==> config.mk <==
export PLATFORM = sky130hd
export DESIGN_NAME = vuvmu_ctrl_lrq_arb
export DESIGN_NICKNAME = d
export VERILOG_FILES = /design/src/rtl/vuvmu_ctrl_lrq_arb_pkg.sv /design/src/rtl/vuvmu_ctrl_lrq_arb.sv
export SDC_FILE = /design/constraint.sdc
export NUM_CORES = 1
export LEC_CHECK = 0
export BUFFER_PORTS_ARGS = -buffer_cell sky130_fd_sc_hd__buf_2
export CORE_ASPECT_RATIO = 0.7
export CORE_MARGIN = 2
export CORE_UTILIZATION = 36
export DETAILED_ROUTE_END_ITERATION = 10
export PLACE_DENSITY_LB_ADDON = 0.05
export SLEW_MARGIN = 30
export SYNTH_ARGS = -nofsm -noshare
export SYNTH_HDL_FRONTEND = slang
export SYNTH_SLANG_ARGS = --single-unit
==> constraint.sdc <==
create_clock -name clk -period 6.38 [get_ports clk]
set_input_delay 0.638 -clock clk [delete_from_list [all_inputs] [get_ports clk]]
set_output_delay 0.638 -clock clk [all_outputs]
set_load 0.005 [all_outputs]
==> src/rtl/vuvmu_ctrl_lrq_arb_pkg.sv <==
// ---------------------------------------------------------------------------
// vuvmu_ctrl_lrq_arb_pkg
// Shared VMU control configuration for the load-request-queue arbiter:
// arbiter state encodings, requester identifiers, default burst limit and
// the request field widths of the shared LRQ enqueue port.
// ---------------------------------------------------------------------------
package vuvmu_ctrl_lrq_arb_pkg;

  // Arbiter states: idle, or the LRQ port is owned by one requester.
  typedef enum logic [1:0] {
    ARB_IDLE      = 2'd0,
    ARB_GRANT_VEC = 2'd1,
    ARB_GRANT_UT  = 2'd2
  } arb_state_e;

  // Requester identifiers, as stored in the last_grant bit.
  localparam logic REQ_VEC = 1'b0;
  localparam logic REQ_UT  = 1'b1;

  // Default number of accepted beats before a contended grant is handed over.
  localparam int unsigned DEFAULT_MAX_BURST = 16;

  // LRQ request field widths.
  localparam int unsigned LRQ_ADDR_W = 30;
  localparam int unsigned LRQ_TAG_W  = 12;

  // Grant state that serves the given requester.
  function automatic arb_state_e grant_state(input logic req_id);
    arb_state_e st;
    if (req_id == REQ_UT) begin
      st = ARB_GRANT_UT;
    end else begin
      st = ARB_GRANT_VEC;
    end
    return st;
  endfunction

endpackage

==> src/rtl/vuvmu_ctrl_lrq_arb.sv <==
// ---------------------------------------------------------------------------
// vuvmu_ctrl_lrq_arb
// Arbitrates the single load-request-queue enqueue port between the vector
// issue unit (VEC) and the UT issue unit (UT). A requester is granted for as
// long as its issue_busy is high; when both are busy the grant alternates
// after MAX_BURST accepted beats. Requests pass straight through (no
// buffering): the granted requester's addr/tag/val drive the LRQ port and
// its rdy is the LRQ rdy, with zero latency.
//
// Ports
//   clk, reset                     sole clock, synchronous active-high reset
//   vec_lrq_enq_{addr,tag}_bits/val  VEC load request in
//   vec_lrq_enq_rdy                VEC ready out (only while VEC is granted)
//   vec_issue_busy                 VEC issue command in progress
//   ut_lrq_enq_*/ut_issue_busy     same for the UT requester
//   lrq_enq_{addr,tag}_bits/val    shared LRQ request out
//   lrq_enq_rdy                    shared LRQ ready in
//   arb_busy                       grant active or any requester busy
// ---------------------------------------------------------------------------
module vuvmu_ctrl_lrq_arb
  import vuvmu_ctrl_lrq_arb_pkg::*;
#(
  parameter int unsigned MAX_BURST = DEFAULT_MAX_BURST
) (
  input  logic                  clk,
  input  logic                  reset,
  input  logic [LRQ_ADDR_W-1:0] vec_lrq_enq_addr_bits,
  input  logic [LRQ_TAG_W-1:0]  vec_lrq_enq_tag_bits,
  input  logic                  vec_lrq_enq_val,
  output logic                  vec_lrq_enq_rdy,
  input  logic                  vec_issue_busy,
  input  logic [LRQ_ADDR_W-1:0] ut_lrq_enq_addr_bits,
  input  logic [LRQ_TAG_W-1:0]  ut_lrq_enq_tag_bits,
  input  logic                  ut_lrq_enq_val,
  output logic                  ut_lrq_enq_rdy,
  input  logic                  ut_issue_busy,
  output logic [LRQ_ADDR_W-1:0] lrq_enq_addr_bits,
  output logic [LRQ_TAG_W-1:0]  lrq_enq_tag_bits,
  output logic                  lrq_enq_val,
  input  logic                  lrq_enq_rdy,
  output logic                  arb_busy
);

  localparam int unsigned CNT_W = $clog2(MAX_BURST);
  localparam logic [CNT_W-1:0] BURST_LAST = CNT_W'(MAX_BURST - 1);

  arb_state_e       state_q, state_d;
  logic             last_grant_q, last_grant_d;
  logic [CNT_W-1:0] burst_cnt_q, burst_cnt_d;

  logic transfer_s;
  logic burst_last_s;

  // Output mux: route the granted requester to the LRQ port. Grants are
  // suppressed while reset is high so no beat can be accepted in that cycle.
  always_comb begin
    lrq_enq_addr_bits = vec_lrq_enq_addr_bits;
    lrq_enq_tag_bits  = vec_lrq_enq_tag_bits;
    lrq_enq_val       = 1'b0;
    vec_lrq_enq_rdy   = 1'b0;
    ut_lrq_enq_rdy    = 1'b0;
    if (reset) begin
      lrq_enq_val = 1'b0;
    end else begin
      case (state_q)
        ARB_GRANT_VEC: begin
          lrq_enq_val     = vec_lrq_enq_val;
          vec_lrq_enq_rdy = lrq_enq_rdy;
        end
        ARB_GRANT_UT: begin
          lrq_enq_addr_bits = ut_lrq_enq_addr_bits;
          lrq_enq_tag_bits  = ut_lrq_enq_tag_bits;
          lrq_enq_val       = ut_lrq_enq_val;
          ut_lrq_enq_rdy    = lrq_enq_rdy;
        end
        default: begin
          lrq_enq_val = 1'b0;
        end
      endcase
    end
  end

  assign transfer_s   = lrq_enq_val & lrq_enq_rdy;
  assign burst_last_s = (burst_cnt_q == BURST_LAST);
  assign arb_busy     = ((state_q != ARB_IDLE) & ~reset) | vec_issue_busy | ut_issue_busy;

  // Next-state, last-grant and burst counter logic.
  always_comb begin
    state_d      = state_q;
    last_grant_d = last_grant_q;
    burst_cnt_d  = burst_cnt_q;
    case (state_q)
      ARB_IDLE: begin
        if (vec_issue_busy && ut_issue_busy) begin
          // Tie: serve whoever was not served last.
          state_d = grant_state(~last_grant_q);
        end else if (vec_issue_busy) begin
          state_d = ARB_GRANT_VEC;
        end else if (ut_issue_busy) begin
          state_d = ARB_GRANT_UT;
        end else begin
          state_d = ARB_IDLE;
        end
      end
      ARB_GRANT_VEC: begin
        // Preemption only fires on an accepted beat, so the last beat of the
        // burst is never lost.
        if (transfer_s && burst_last_s && ut_issue_busy) begin
          state_d = ARB_GRANT_UT;
        end else if (!vec_issue_busy) begin
          state_d = ut_issue_busy ? ARB_GRANT_UT : ARB_IDLE;
        end else begin
          state_d = ARB_GRANT_VEC;
        end
        if (state_d != ARB_GRANT_VEC) begin
          last_grant_d = REQ_VEC;
        end else begin
          last_grant_d = last_grant_q;
        end
      end
      ARB_GRANT_UT: begin
        if (transfer_s && burst_last_s && vec_issue_busy) begin
          state_d = ARB_GRANT_VEC;
        end else if (!ut_issue_busy) begin
          state_d = vec_issue_busy ? ARB_GRANT_VEC : ARB_IDLE;
        end else begin
          state_d = ARB_GRANT_UT;
        end
        if (state_d != ARB_GRANT_UT) begin
          last_grant_d = REQ_UT;
        end else begin
          last_grant_d = last_grant_q;
        end
      end
      default: begin
        state_d = ARB_IDLE;
      end
    endcase

    // The counter measures beats within one grant tenure.
    if (state_d != state_q) begin
      burst_cnt_d = {CNT_W{1'b0}};
    end else if (transfer_s) begin
      burst_cnt_d = burst_cnt_q + CNT_W'(1);
    end else begin
      burst_cnt_d = burst_cnt_q;
    end
  end

  // State, last-grant and counter registers. last_grant resets to UT so
  // VEC wins the first tie.
  always_ff @(posedge clk) begin
    if (reset) begin
      state_q      <= ARB_IDLE;
      last_grant_q <= REQ_UT;
      burst_cnt_q  <= {CNT_W{1'b0}};
    end else begin
      state_q      <= state_d;
      last_grant_q <= last_grant_d;
      burst_cnt_q  <= burst_cnt_d;
    end
  end

endmodule
== Word-level counts from Yosys, hierarchy flattened ==
Cells that the tools add are included.
Storage, ports and cells
  logic and storage cells: 50
  input bits: 91
  register bits: 7
  output and inout bits: 46
Cells by class
  bitwise logic cells: 5
  reduce and logical (&&, ||, !) cells: 9
  equal/unequal tests: 8
  $add $sub $neg: 1
  muxes and demuxes: 24
Operators by type and width (count)
  2-to-1 mux 30 bit: 2
  2-to-1 mux 12 bit: 2
  2-to-1 mux 2 bit: 9
  2-to-1 mux 1 bit: 8
  inequality test 2 bit, second input constant: 3
  case mux 2 bit (3 select lines): 1
  adder 4 x 1 -> 4 bit, second input constant: 1
  == test 4 bit, second input constant: 1
  logical AND 1 bit: 4
  case mux 1 bit (2 select lines): 2
  nonzero test 2 bit: 2
  AND reduction 3 bit: 1
  bitwise AND 1 bit: 2
  == test 2 x 1 -> 1 bit, second input constant: 1
  == test 2 bit, second input constant: 1
  zero test 2 bit: 1
  inequality test 2 x 1 -> 1 bit, second input constant: 1
  inequality test 2 bit: 1
  bitwise OR 1 bit: 2
  OR reduction 2 bit: 1
  NOT 1 bit: 1

== Depth between registers and ports, before layout ==
Gate-level depths: netlist of the first run.
  word-level depth: 11
  mapped depth: 8
  mapped depth without buffers: 7

== Worst setup path after synthesis of the first run ==
OpenSTA, ideal clock, no wires.
  path kind: input -> output
  from: in reset
  to: out lrq_enq_addr_bits[10]
  slack: 4.035 ns
  cell stages on the path: 4
  required time: 5.742 ns
  arrival: 1.707 ns
  path buffers: 2
  path through: buf_2 > nor2_1 > buf_2 > mux2_2
On the way
  longest elaborated chain between the ends: 1
Ends and longest elaborated chain
  start, declared: RTL line vuvmu_ctrl_lrq_arb.sv:26  | input logic reset,
  2-to-1 mux 30 bit: RTL line vuvmu_ctrl_lrq_arb.sv:62  | if (reset) begin
  end, declared: RTL line vuvmu_ctrl_lrq_arb.sv:37  | output logic [LRQ_ADDR_W-1:0] lrq_enq_addr_bits,
No other way between the ends.

== Worst setup path in the final report of the first run ==
  from: reg state_q[0]
  to: out lrq_enq_addr_bits[15]
On the way
  longest elaborated chain between the ends: 3
Ends and longest elaborated chain
  start, declared: RTL line vuvmu_ctrl_lrq_arb.sv:47  | arb_state_e state_q, state_d;
  start signal, assigned: RTL line vuvmu_ctrl_lrq_arb.sv:158  | state_q <= state_d;
  == test 2 bit: RTL line vuvmu_ctrl_lrq_arb.sv:65  | case (state_q)
  2-to-1 mux 30 bit: RTL line vuvmu_ctrl_lrq_arb.sv:65
  2-to-1 mux 30 bit: RTL line vuvmu_ctrl_lrq_arb.sv:62
No other way between the ends.

==> impl_metrics.py, run 1 <==
metrics = {
    "clocking": {
        "h-tree-depth": 1,
        "cts_max_path_buffers": 2,
        "numCtsBuffers": 3,
        "cts_tree": "done",
        "cts_root_buf": "clkbuf_8",
        "post_cts.repair.setup_buffers": 0,
        "clkTransAtPathRegs_ps": 40,
        "cts.sinks": 7,
        "insertion_delay_ps": 230,
        "cts_resized": 0,
        "cts_hold_buf": 0,
    },
    "hold_path": {
        "min_path_type": "flip-flop to flip-flop",
    },
    "detailed_routing": {
        "avgRoutedWirePerCell_um": 13.7,
        "drt-vias-per-instance": 5.09,
        "drt_wl_total_um": 3970,
        "drc_errors": 0,
        "dr.pass1.iters": 4,
        "ant_nets": 0,
        "drtIter0Drc": 28,
        "num_vias": 1471,
    },
    "sta": {
        "timing_hold_violations_final": 0,
        "rsz0062_at_grt": "no",
        "period_share_pct": 45.9,
        "skew_ps": 5.51,
        "setup_tns_ps": 0,
        "drv_slew": 0,
        "worst_pin_slew_ps": 650,
        "finalCriticalPeriod_ps": 2930,
        "layout_setup_ws_ps": 3450,
        "setup-violations-final": 0,
        "fmax_mhz": 342,
        "max-slew-margin-rel_pct": 56.6,
    },
    "floorplanning": {
        "io_pins": 137,
        "coreArea_sq_um": 2900,
        "die_h_um": 50.9,
        "die_w_um": 71.0,
        "start_util_pct": 39.0,
        "die-area_sq_um": 3620,
        "num_rows": 16,
    },
    "worst_setup_path": {
        "crit_path_start_kind": "flip-flop",
        "max_stage_delay_ps": 530,
        "crit_fanout": 22,
        "critPathRequiredTime_ps": 5740,
        "critPathBufInv": 4,
        "cp_slowest_cell": "nor2_4",
        "path_class": "flip-flop to primary output",
        "path_delay_family": "buffers and inverters",
        "endpoint_kind": "primary output",
        "worstPathCellList": "inv_1 -> ha_1 -> inv_2 -> nor2_4 -> buf_16 -> mux2_1 -> buf_2",
        "worstPathArrival_ps": 2290,
    },
    "logic_synthesis": {
        "ys_ff_latch": 7,
        "synth_top_area_share_pct": 29.8,
        "syn-cell-area_sq_um": 1130,
        "synth_most_common_cell": "mux2_1",
        "synth_edf_count": 0,
        "synth-seq-area-share_pct": 12.4,
        "synth-main-ff-cell": "dfxtp_1",
        "syn-num-nets": 215,
        "synth_top_cell_by_area": "mux2_1",
        "synthCells": 118,
        "yosys-top-cells-count": "mux2_1 (30), mux2_2 (13), dfxtp_1 (7)",
        "synth_area_leaders": "mux2_1 (30%), mux2_2 (13%), dfxtp_1 (12%)",
        "synth_cell_types": 41,
        "ys_warn_count": 0,
        "async_flop_share_pct": 0,
        "postSynthAreaPerCell_sq_um": 9.60,
    },
    "global_route": {
        "grtUsageTotal_pct": 21.8,
        "antenna_found_initial": 0,
        "grt_pass1_wl_um": 6180,
        "grt_pass1_vias": 1378,
        "grt_overflow_total": 0,
        "grt_max_degree": 23,
    },
    "finish": {
        "nets": 351,
        "fin_area_sq_um": 1910,
        "layout-drive-gt1-share_pct": 64.4,
        "syn2layout_area_growth_pct": 68.3,
        "fillers": 248,
        "diodes": 0,
    },
    "power": {
        "p_leak_nw": 0.988,
        "p_per_area_nw_per_um2": 112,
        "peakVddDrop_mv": 0.105,
        "p_total_uw": 214,
    },
    "place": {
        "dp_slack_ps": 3670,
        "gp_congestion": 0.831,
        "placed_area_sq_um": 1860,
        "hpwl_um": 3500,
        "portBuffers": 136,
    },
    "outcome": {
        "status": "completed",
    },
    "run": {
        "cap_violations": 0,
    },
}
[layer usage]
layer	track usage (%)	share of wire (%)
met1	24.1	40
met2	39.4	47
met3	6.51	10
met4	8.49	2.6
met5	0	0
[final timing paths]
kind                       start  slack, ps  cells after the start                    end
setup / recovery      state_q[0]       3450                      7  lrq_enq_addr_bits[15]
hold / removal    burst_cnt_q[1]        500                      2         burst_cnt_q[1]
setup reg to reg      state_q[0]       4060                      7         burst_cnt_q[3]
hold reg to reg   burst_cnt_q[1]        500                      2         burst_cnt_q[1]
[cell families after synthesis]
family / share of synthesized area [%]
AND/OR/NAND/NOR: 14.1
AO/OA/AOI/OAI: 16.9
XOR/XNOR: 2.32
adder cells (fa/ha/maj): 6.63
buffers and inverters: 4.86
multiplexers: 42.8
flip-flops: 12.4
[placed cells by master (no fill, tap or decap), types with 3 or more instances in the layout]
master    Yosys  routed
ha_1          6       6
nand2_1       6       6
buf_2         5     136
nand3_1       4       4
clkbuf_8      0       3
inv_1         5       5
mux2_2       13      13
mux2_1       30      30
dfxtp_1       7       7
[registers in the layout, summed over array words and instances, names as in the netlist]
| signal | flops |
|---|---|
| burst_cnt_q | 4 |
| last_grant_q | 1 |
| state_q | 2 |
[power by group]
group / leakage [nW] / switching, mW / internal [mW]
combinational: 0.908 / 0.0429 / 0.0584
sequential: 0.0570 / 0.00256 / 0.0459
clock: 0.0228 / 0.0210 / 0.0434
total: 0.988 / 0.0665 / 0.148
[area by class of cell]
| class | count | area (sq um) | area share (%) |
|---|---|---|---|
| inverter | 6 | 22.5 | 1.18 |
| timing repair buffer | 137 | 708 | 37.2 |
| multi-input combinational | 99 | 945 | 49.6 |
| tap | 36 | 45.0 | 2.36 |
| sequential | 7 | 140 | 7.35 |
| clock buffer | 4 | 45.0 | 2.36 |
[worst min-delay path, stage by stage, from the launching register on]
cell	delay (ps)
dfxtp_1	320
nand2_1	60
a221oi_1	60
[stage by stage]
stage	hold slack, ps	util [%]	std cells
2_1_floorplan	470	-	118
3_3_place_gp	493	63.1	284
3_5_place_dp	493	64.1	285
4_1_cts	499	65.6	289
5_1_grt	538	65.6	289
6_report	504	65.6	289
Note: power is estimated with default switching activity, not from simulation.
==> inputs of run 2 (changes only) <==
--- a/config.mk
+++ b/config.mk
@@ -8,7 +8,7 @@
 export BUFFER_PORTS_ARGS = -buffer_cell sky130_fd_sc_hd__buf_2
 export CORE_ASPECT_RATIO = 0.7
 export CORE_MARGIN = 2
-export CORE_UTILIZATION = 36
+export CORE_UTILIZATION = 33
 export DETAILED_ROUTE_END_ITERATION = 10
 export PLACE_DENSITY_LB_ADDON = 0.05
 export SLEW_MARGIN = 30
==> constraint.sdc (replaced) <==
create_clock -name clk -period 3 [get_ports clk]
set_input_delay 0.3 -clock clk [delete_from_list [all_inputs] [get_ports clk]]
set_output_delay 0.3 -clock clk [all_outputs]
set_load 0.005 [all_outputs]
==> impl_metrics.py, run 2 (same netlist as run 1, synthesis figures left out) <==
metrics = {
    "sta": {
        "period_share_pct": 83.5,
        "worst_pin_slew_ps": 492,
        "skew_ps": 2.41,
        "drv_slew": 0,
        "timing_hold_violations_final": 0,
        "fin_worst_hold_slack_ps": 360,
        "max-slew-margin-rel_pct": 67.1,
        "setup_tns_ps": 0,
        "setup-violations-final": 0,
        "fmax_mhz": 399,
        "rsz0062_at_grt": "no",
        "layout_setup_ws_ps": 495,
        "finalCriticalPeriod_ps": 2510,
    },
    "floorplanning": {
        "io_pins": 137,
        "die_h_um": 53.0,
        "num_rows": 17,
        "die_w_um": 74.0,
        "start_util_pct": 35.3,
        "die-area_sq_um": 3920,
        "coreArea_sq_um": 3210,
    },
    "worst_setup_path": {
        "path_class": "flip-flop to primary output",
        "critPathRequiredTime_ps": 2700,
        "reg2reg_depth": 7,
        "crit_fanout": 27,
        "endpoint_kind": "primary output",
        "worstPathArrival_ps": 2210,
        "r2r-end": "burst_cnt_q[3]",
        "reg2reg_slack_ps": 710,
        "worstReg2RegStart": "state_q[0]",
        "crit_path_start_kind": "flip-flop",
    },
    "clocking": {
        "cts_max_path_buffers": 2,
        "cts_tree": "done",
        "cts_resized": 0,
        "post_cts.repair.setup_buffers": 0,
        "cts_root_buf": "clkbuf_8",
        "cts_hold_buf": 0,
        "numCtsBuffers": 3,
        "clkTransAtPathRegs_ps": 40,
        "h-tree-depth": 1,
        "insertion_delay_ps": 220,
        "cts.sinks": 7,
    },
    "hold_path": {
        "whs_path_depth": 3,
        "hp-start": "ut_issue_busy",
        "whs_endpoint": "state_q[1]",
        "min_path_type": "input port to flip-flop",
    },
    "global_route": {
        "antenna_found_initial": 0,
        "grtUsageTotal_pct": 20.8,
        "grt_max_degree": 28,
        "grt_pass1_wl_um": 6220,
        "grt_pass1_vias": 1319,
        "grt_overflow_total": 0,
    },
    "detailed_routing": {
        "drc_errors": 0,
        "avgRoutedWirePerCell_um": 13.7,
        "ant_nets": 0,
        "dr.pass1.iters": 4,
        "drt-vias-per-instance": 4.77,
        "num_vias": 1432,
        "drt_wl_total_um": 4100,
        "drtIter0Drc": 67,
    },
    "finish": {
        "diodes": 0,
        "nets": 351,
        "reg_top3": "burst_cnt_q (4), state_q (2), last_grant_q (1)",
        "fillers": 287,
        "largest-register": "burst_cnt_q",
        "register_area_sq_um": 140,
        "largest_reg_flops": 4,
        "layout-drive-gt1-share_pct": 64.4,
        "multi_input_area_sq_um": 945,
        "syn2layout_area_growth_pct": 68.8,
        "mostFrequentLayoutCell": "buf_2",
        "final_cell_mix": "buf_2 (136), mux2_1 (30), mux2_2 (13)",
        "fin_area_sq_um": 1910,
    },
    "place": {
        "dp_slack_ps": 728,
        "hpwl_um": 3550,
        "placed_area_sq_um": 1870,
        "portBuffers": 136,
        "gp_congestion": 0.815,
    },
    "power": {
        "p_per_area_nw_per_um2": 237,
        "p_total_uw": 453,
        "p_leak_nw": 0.984,
        "peakVddDrop_mv": 0.207,
    },
    "run": {
        "cap_violations": 0,
    },
    "outcome": {
        "status": "completed",
    },
}
==> run 2: changes by cell type in the layout (fill, tap and decap cells not counted) <==
cell    previous run  this run
buf_12             0         1
buf_16             1         0
==> run 2: worst max-delay path by stage <==
stage	from	to	slack [ps]	cells after the start
finish	state_q[0]	lrq_enq_addr_bits[21]	490	7
global route	state_q[0]	lrq_enq_addr_bits[27]	370	7
CTS	state_q[0]	lrq_enq_addr_bits[21]	480	7
detailed placement	state_q[0]	burst_cnt_q[1]	730	7
global placement	state_q[0]	burst_cnt_q[3]	730	7
floorplan	state_q[0]	burst_cnt_q[3]	830	8
==> run 2: critical path: stages, from the launching register on <==
cell,delay (ps)
dfxtp_1,380
inv_1,120
ha_1,230
inv_2,90
nor2_4,420
buf_12,250
mux2_2,350
buf_2,120
==> run 2: final cells by class <==
class	count	share of cell area [%]
inverter	6	1.18
timing repair buffer	137	36.6
tap	47	3.08
sequential	7	7.33
clock buffer	4	2.36
multi-input combinational	99	49.4
==> run 2: metrics by stage <==
step / std cells / util, %
final: 300 / 59.5
after global routing: 300 / 59.5
after CTS: 300 / 59.5
after detailed placement: 296 / 58.1
after global placement: 296 / 58.1
after floorplan: 118 / -
==> run 2: metal layers <==
metal  GRT usage (%)  part of all wire (%)
met1            25.4                    42
met2            36.5                    46
met3            5.90                    11
met4            4.55                   1.8
met5               0                     0
==> run 2: power breakdown <==
group          total [mW]  internal, mW  switching, mW
clock               0.133        0.0919         0.0406
sequential          0.103        0.0977        0.00518
combinational       0.217         0.124         0.0936
total               0.453         0.313          0.139
